### src/rtl/pipe_pkg.sv
// pipe_pkg: shared defaults and helpers for the pipeline stage register.
//
// Contents:
//   PIPE_DATA_W  default width of one payload channel
//   PIPE_NUM_CH  default number of payload channels
//   OCC_W        width of the occupancy count (0..2 entries)
//   occ_count()  number of held entries given the two slot valid bits
package pipe_pkg;

    localparam int PIPE_DATA_W = 32;
    localparam int PIPE_NUM_CH = 8;
    localparam int OCC_W       = 2;

    // Two one-bit valids summed into the occupancy width.
    function automatic logic [OCC_W-1:0] occ_count(input logic main_v, input logic skid_v);
        return {1'b0, main_v} + {1'b0, skid_v};
    endfunction

endpackage

### src/rtl/pipe_slot.sv
// pipe_slot: one storage entry (valid bit + payload) of the stage register.
//
// Ports:
//   clk        clock, all updates on the rising edge
//   reset      synchronous active-high reset: valid=0, payload=0
//   clear      invalidate the entry (payload zeroed when BUBBLE_ZERO=1)
//   load       capture load_data and mark the entry valid
//   load_data  payload to capture
//   valid      entry holds data
//   data       held payload
//
// Priority is reset > clear > load.
module pipe_slot #(
    parameter int P           = 32,
    parameter bit BUBBLE_ZERO = 1'b1
) (
    input  logic         clk,
    input  logic         reset,
    input  logic         clear,
    input  logic         load,
    input  logic [P-1:0] load_data,
    output logic         valid,
    output logic [P-1:0] data
);

    // With BUBBLE_ZERO=0 an invalidated entry keeps its old payload so the
    // downstream bus does not toggle on bubbles.
    always_ff @(posedge clk) begin
        if (reset) begin
            valid <= 1'b0;
            data  <= '0;
        end else if (clear) begin
            valid <= 1'b0;
            if (BUBBLE_ZERO) begin
                data <= '0;
            end
        end else if (load) begin
            valid <= 1'b1;
            data  <= load_data;
        end
    end

endmodule

### src/rtl/pipe_stage_reg.sv
// pipe_stage_reg: fully registered valid/ready pipeline stage with a skid slot.
//
// Ports:
//   clk        clock
//   reset      synchronous active-high reset
//   flush      synchronous clear of both held entries; in_data that cycle is dropped
//   in_valid   upstream entry present
//   in_ready   stage can accept (registered, independent of out_ready)
//   in_data    upstream payload, channel k at [k*DATA_W +: DATA_W]
//   out_valid  downstream entry present
//   out_ready  downstream accepts (0 = stall)
//   out_data   downstream payload
//   occupancy  held entries, 0..2
//
// The main slot drives the outputs. The skid slot absorbs the one entry that
// can arrive while main is stalled, which lets in_ready come straight from a
// flop instead of from out_ready.
module pipe_stage_reg
    import pipe_pkg::*;
#(
    parameter int DATA_W      = PIPE_DATA_W,
    parameter int NUM_CH      = PIPE_NUM_CH,
    parameter bit BUBBLE_ZERO = 1'b1
) (
    input  logic                     clk,
    input  logic                     reset,
    input  logic                     flush,
    input  logic                     in_valid,
    output logic                     in_ready,
    input  logic [NUM_CH*DATA_W-1:0] in_data,
    output logic                     out_valid,
    input  logic                     out_ready,
    output logic [NUM_CH*DATA_W-1:0] out_data,
    output logic [OCC_W-1:0]         occupancy
);

    localparam int P = NUM_CH * DATA_W;

    logic         accept;
    logic         drain;
    logic         main_valid;
    logic [P-1:0] main_data;
    logic         main_load;
    logic         main_clear;
    logic [P-1:0] main_load_data;
    logic         skid_valid;
    logic [P-1:0] skid_data;
    logic         skid_load;
    logic         skid_clear;
    logic         skid_valid_next;

    assign accept = in_valid & in_ready;
    assign drain  = main_valid & out_ready;

    // Slot control. Skid is only ever written while main is full and stalled,
    // so a valid skid always implies a valid main, and on a drain the skid
    // entry is the next in order and moves forward before any new input.
    always_comb begin
        main_load       = 1'b0;
        main_clear      = 1'b0;
        main_load_data  = in_data;
        skid_load       = 1'b0;
        skid_clear      = 1'b0;
        skid_valid_next = skid_valid;

        if (flush) begin
            main_clear      = 1'b1;
            skid_clear      = 1'b1;
            skid_valid_next = 1'b0;
        end else if (!main_valid) begin
            main_load = accept;
        end else if (drain) begin
            if (skid_valid) begin
                main_load       = 1'b1;
                main_load_data  = skid_data;
                skid_clear      = 1'b1;
                skid_valid_next = 1'b0;
            end else if (accept) begin
                main_load = 1'b1;
            end else begin
                main_clear = 1'b1;
            end
        end else if (accept) begin
            skid_load       = 1'b1;
            skid_valid_next = 1'b1;
        end
    end

    pipe_slot #(
        .P           (P),
        .BUBBLE_ZERO (BUBBLE_ZERO)
    ) u_main (
        .clk       (clk),
        .reset     (reset),
        .clear     (main_clear),
        .load      (main_load),
        .load_data (main_load_data),
        .valid     (main_valid),
        .data      (main_data)
    );

    pipe_slot #(
        .P           (P),
        .BUBBLE_ZERO (BUBBLE_ZERO)
    ) u_skid (
        .clk       (clk),
        .reset     (reset),
        .clear     (skid_clear),
        .load      (skid_load),
        .load_data (in_data),
        .valid     (skid_valid),
        .data      (skid_data)
    );

    // in_ready is its own flop tracking the inverse of the skid valid bit it
    // will hold after this edge, so it never sees out_ready combinationally.
    always_ff @(posedge clk) begin
        if (reset) begin
            in_ready <= 1'b1;
        end else begin
            in_ready <= ~skid_valid_next;
        end
    end

    assign out_valid = main_valid;
    assign out_data  = main_data;
    assign occupancy = occ_count(main_valid, skid_valid);

endmodule

### config.mk
export PLATFORM = sky130hd
export DESIGN_NAME = pipe_stage_reg
export DESIGN_NICKNAME = d
export VERILOG_FILES = /design/src/rtl/pipe_pkg.sv /design/src/rtl/pipe_slot.sv /design/src/rtl/pipe_stage_reg.sv
export SDC_FILE = /design/constraint.sdc
export NUM_CORES = 1
export LEC_CHECK = 0
export CAP_MARGIN = 20
export CORE_UTILIZATION = 56
export CTS_BUF_LIST = sky130_fd_sc_hd__clkbuf_8
export CTS_CLUSTER_SIZE = 30
export DETAILED_ROUTE_END_ITERATION = 12
export GPL_TIMING_DRIVEN = 0
export PLACE_DENSITY = 0.95
export RECOVER_POWER = 25
export SLEW_MARGIN = 10
export SYNTH_ARGS = -nofsm -noshare
export SYNTH_HDL_FRONTEND = slang
export SYNTH_SLANG_ARGS = --single-unit
### constraint.sdc
create_clock -name clk -period 4.6 [get_ports clk]
set_input_delay 0.92 -clock clk [delete_from_list [all_inputs] [get_ports clk]]
set_output_delay 0.92 -clock clk [all_outputs]
set_load 0.02 [all_outputs]
; ---- Yosys cells after proc, flatten, opt, wreduce, memory -nomap -nowiden
; Cells that the tools add are included.
[classes]
n_bitwise = 3
reduce_logical = 2
muxes = 25
n_addsub = 1
[op_table]
columns = op, count
row1 = 2-to-1 mux 256 bit, 4
row2 = 2-to-1 mux 1 bit, 21
row3 = OR reduction 2 bit, 2
row4 = adder 1 x 1 -> 2 bit, 1
row5 = bitwise AND 1 bit, 2
row6 = NOT 1 bit, 1
[totals]
inputBits = 261
wordCells = 36
ff_bits = 515

; ---- Depth between registers and ports, before layout
[depth]
ltp_word = 7
mapped_depth = 8
mapped_depth_nobuf = 3

; ---- Modules after synthesis
; From an unflattened synthesis, not the netlist that was laid out.
[hier_totals]
hier_cells = 1957
area_unflattened_um2 = 22599.2
[modules_own_cells]
columns = module, area_per_inst_um2, cells_each, seq_area_each_um2, instances
row1 = pipe_slot, 9266.4, 830, 5144.9, 2
row2 = pipe_stage_reg, 4066.4, 297, 20.0, 1

; ---- Worst setup path after synthesis
; Ideal clock, no wire load.
[synth_path]
path_kind = input -> register
start = input port out_ready
end = register u_main.data[125]
t_required_ps = 4474
setup_time_ps = 126
path_slack_ps = 2437
t_arrival_ps = 2036
path_stages = 7
cell_sequence = buf_4 buf_2 nand2_1 o31ai_4 buf_2 buf_2 a211oi_2
[synth_via]
elab_chain_len = 5
[synth_rtl]
columns = element, line
row1 = from (decl), pipe_stage_reg.sv:32  ; input logic out_ready,
row2 = bitwise AND 1 bit (*), pipe_stage_reg.sv:53  ; assign drain = main_valid & out_ready;
row3 = 2-to-1 mux 1 bit, pipe_stage_reg.sv:72  ; end else if (drain) begin
row4 = 2-to-1 mux 1 bit, pipe_stage_reg.sv:70  ; end else if (!main_valid) begin
row5 = 2-to-1 mux 1 bit, pipe_stage_reg.sv:66  ; if (flush) begin
row6 = OR reduction 2 bit (no source line), n/a
row7 = to (signal assigned), pipe_slot.sv:39  ; data <= load_data;
row8 = to (decl), pipe_slot.sv:23  ; output logic [P-1:0] data
; Mark *: on every way between the ends. The rest lies on a longest branch, timed or not.
; A chain may end at the register's enable or synchronous reset.

; ---- Worst setup path in the final report
[layout_path]
start = register u_skid.valid
end = output port occupancy[1]
[layout_via]
elab_chain_len = 1
[layout_rtl]
columns = element, line
row1 = from (decl), pipe_slot.sv:22  ; output logic valid,
row2 = from (signal assigned), pipe_slot.sv:30  ; valid <= 1'b0;
row3 = from (signal assigned), pipe_slot.sv:33  ; valid <= 1'b0;
row4 = from (signal assigned), pipe_slot.sv:38  ; valid <= 1'b1;
row5 = adder 1 x 1 -> 2 bit, pipe_pkg.sv:16  ; return {1'b0, main_v} + {1'b0, skid_v};
row6 = to (decl), pipe_stage_reg.sv:34  ; output logic [OCC_W-1:0] occupancy
; No other way between the ends.

==> results.yml <==
run_status:
  status: "complete, no violations"
power_and_ir_drop:
  vdd_drop_max_mv: 0.255
  p_int_mw: 7.16
  power.density_mw_per_mm2: 325
  combPwrFrac_pct: 13.3
  p_seq_share_pct: 46.4
  leakage_nw: 11.9
  p_switching_mw: 2.75
  clkPwrFrac_pct: 40.3
  swShare_pct: 27.8
logic_synthesis:
  synth_area_leaders: "dfxtp_1, a211oi_2, mux2i_1, a31oi_1, a21oi_1"
  ys_seq_area_share_pct: 44.4
  yosysWarnings: 0
  synth_cell_types: 27
  syn-cell-area_mm2: 0.0232
  synth_top_area_share_pct: 44.4
  synth_cells: 2385
  synth.avg_cell_area_um2: 9.73
  synth_seq_cells: 515
  synth_nets: 2647
  yosys.area.top_type: "dfxtp_1"
detailed_routing:
  drt-total-wl_um: 86500
  wl_per_cell_um: 24.1
  ant_nets: 0
  route.vias.total: 23500
  viasPerCell: 6.55
  first_pass_iters: 9
  drt_iter0_markers: 2151
  drc_errors: 0
sta:
  slew-limit-headroom_pct: 28.3
  skew_ns: 0.0345
  drv_slew: 0
  max_freq_mhz: 336
  worst_pin_slew_ns: 1.08
  rsz0062_at_grt: "false"
  fin_tns_setup_ns: 0
  setup_ws_ns: 1.62
  hold_viol: 0
  fin_crit_sh_pct: 64.7
  setup_viol: 0
  period_needed_ns: 2.98
worst_setup_path:
  reg2reg_slack_ns: 2.11
  worst_setup_path_start_kind: "register"
  cp.required_ns: 3.68
  critPathKind: "reg2out"
  crit_arrival_ns: 2.06
  r2r_cells: 7
  critical_path.max_fanout: 7
  rr_endpoint: "u_skid.data[44]"
  rr_startpoint: "u_main.valid"
  end_kind: "output port"
die:
  core_area_mm2: 0.0408
  ioPinCount: 521
  fp.dieH_um: 206
  dieArea_mm2: 0.0423
  dieWidth_um: 206
  num_rows: 74
  start_util_pct: 56.8
placement:
  dp_slack_ns: 1.21
  hpwl_um: 59700
  gp_congestion: 0.951
  portBuffers: 519
cells_and_area:
  final_nets: 3251
  final_cell_mix: "dfxtp_1, clkdlybuf4s50_1, nand3_1, o21ai_0, a21oi_1"
  final_common_cell: "dfxtp_1"
  syn2layout_area_growth_pct: 31.5
  fin_util_pct: 74.8
  drive_gt1_share_pct: 15.8
min_path:
  worstHoldStart: "u_skid.data[173]"
  min_path_type: "reg2reg"
  hold-path-cell-count: 2
  min_to: "u_skid.data[173]"
clocking:
  clock_path_buffers: 3
  cts_htree_levels: 3
  root_buffer: "clkbuf_8"
  clock_latency_ns: 0.67
  cts_resized: 0
  postCtsSetupRepairBufs: 0
  hold_buffers: 0
  cts_tree: "yes"
  numClockSinks: 515
  path_clk_slew_ns: 0.06
  cts_buffers: 83
global_routing:
  grt_pass1_wl_um: 130000
  first_global_vias: 23300
  grt-ovfl-total: 0
  grt_start_max_net_pins: 12
  track_usage_pct: 39.3
  grt_antenna_before_repair: 10
job:
  maxCapViolCount: 0
[layout make-up]
cell class | instances | area, um2
multi-input combinational | 1555 | 11100
sequential | 515 | 10300
fill | 2588 | 10300
timing repair buffer | 519 | 5190
clock inverter | 47 | 249
tap | 532 | 666
buffer | 313 | 1570
antenna | 7 | 17.5
clock buffer | 102 | 1400
inverter | 2 | 7.51
[logic make-up after synthesis]
family / after synthesis / share of synthesized area, %
AO/OA/AOI/OAI: 1029 / 31.6
flip-flops: 515 / 44.4
multiplexers: 256 / 11.0
AND/OR/NAND/NOR: 269 / 5.85
buffers and inverters: 315 / 6.99
adder cells (fa/ha/maj): 1 / 0.0539
[critical path: stages, from the launching register on]
cell	delay, ns
dfxtp_1	0.53
ha_1	0.24
clkdlybuf4s50_1	0.64
[Yosys cell counts]
master    number
and4b_1        1
mux2i_1      256
a211oi_2     240
buf_4         19
ha_1           1
and3_1         1
clkinv_1       1
a31oi_1      256
nand2b_1       1
inv_1          1
and2_1         2
clkbuf_4       6
o21a_1         1
a22o_4         1
nand2_1        2
dfxtp_1      515
nand3_1      257
buf_6         28
nand4b_1       2
a211oi_1      16
o31ai_4        1
buf_1         19
buf_2        108
clkbuf_1     133
o21ai_0      257
a21oi_1      257
nor2_1         3
[power by group through the flow]
stage               registers, mW  clock network, mW  logic, mW
global route                 4.60               4.17       1.38
floorplan                    4.77                  0      0.592
detailed placement           4.69                  0       1.30
CTS                          4.59               3.97       1.32
global placement             4.69                  0       1.26
finish                       4.60               3.99       1.32
[sequential cells by signal, summed over array words and instances (netlist names)]
| register | cells |
|---|---|
| in_ready | 1 |
| u_main.data | 256 |
| u_main.valid | 1 |
| u_skid.data | 256 |
| u_skid.valid | 1 |
[worst max path at each step]
stage / from / to / slack [ns] / cells after the start
6_report: u_skid.valid / occupancy[1] / 1.62 / 2
3_5_place_dp: flush / u_skid.data[116] / 1.21 / 6
3_3_place_gp: flush / u_main.data[106] / 1.31 / 6
5_1_grt: u_skid.valid / occupancy[1] / 1.57 / 2
4_1_cts: u_skid.valid / occupancy[1] / 1.62 / 2
2_1_floorplan: out_ready / u_main.data[125] / 2.44 / 7
[metal layers]
metal | vias to the layer above | global-route usage, % | part of all wire, %
met5 | - | 0 | 0.047
met4 | 6 | 27.0 | 6.8
met1 | 11200 | 42.8 | 35
met3 | 417 | 15.0 | 12
li1 | 10300 | - | -
met2 | 1632 | 63.2 | 46
[metrics by stage]
stage                     total power, mW  hold WS (ns)  instances  area [um2]
after floorplan                      5.36         0.453       2385       23200
after global placement               5.95         0.459       3436       29100
after detailed placement             5.99         0.466       3436       29100
after CTS                            9.89         0.475       3585       30700
after global routing                 10.2         0.491       3590       30500
final                                9.91         0.476       3592       30500
No activity file was read; power rests on OpenSTA's default activity.
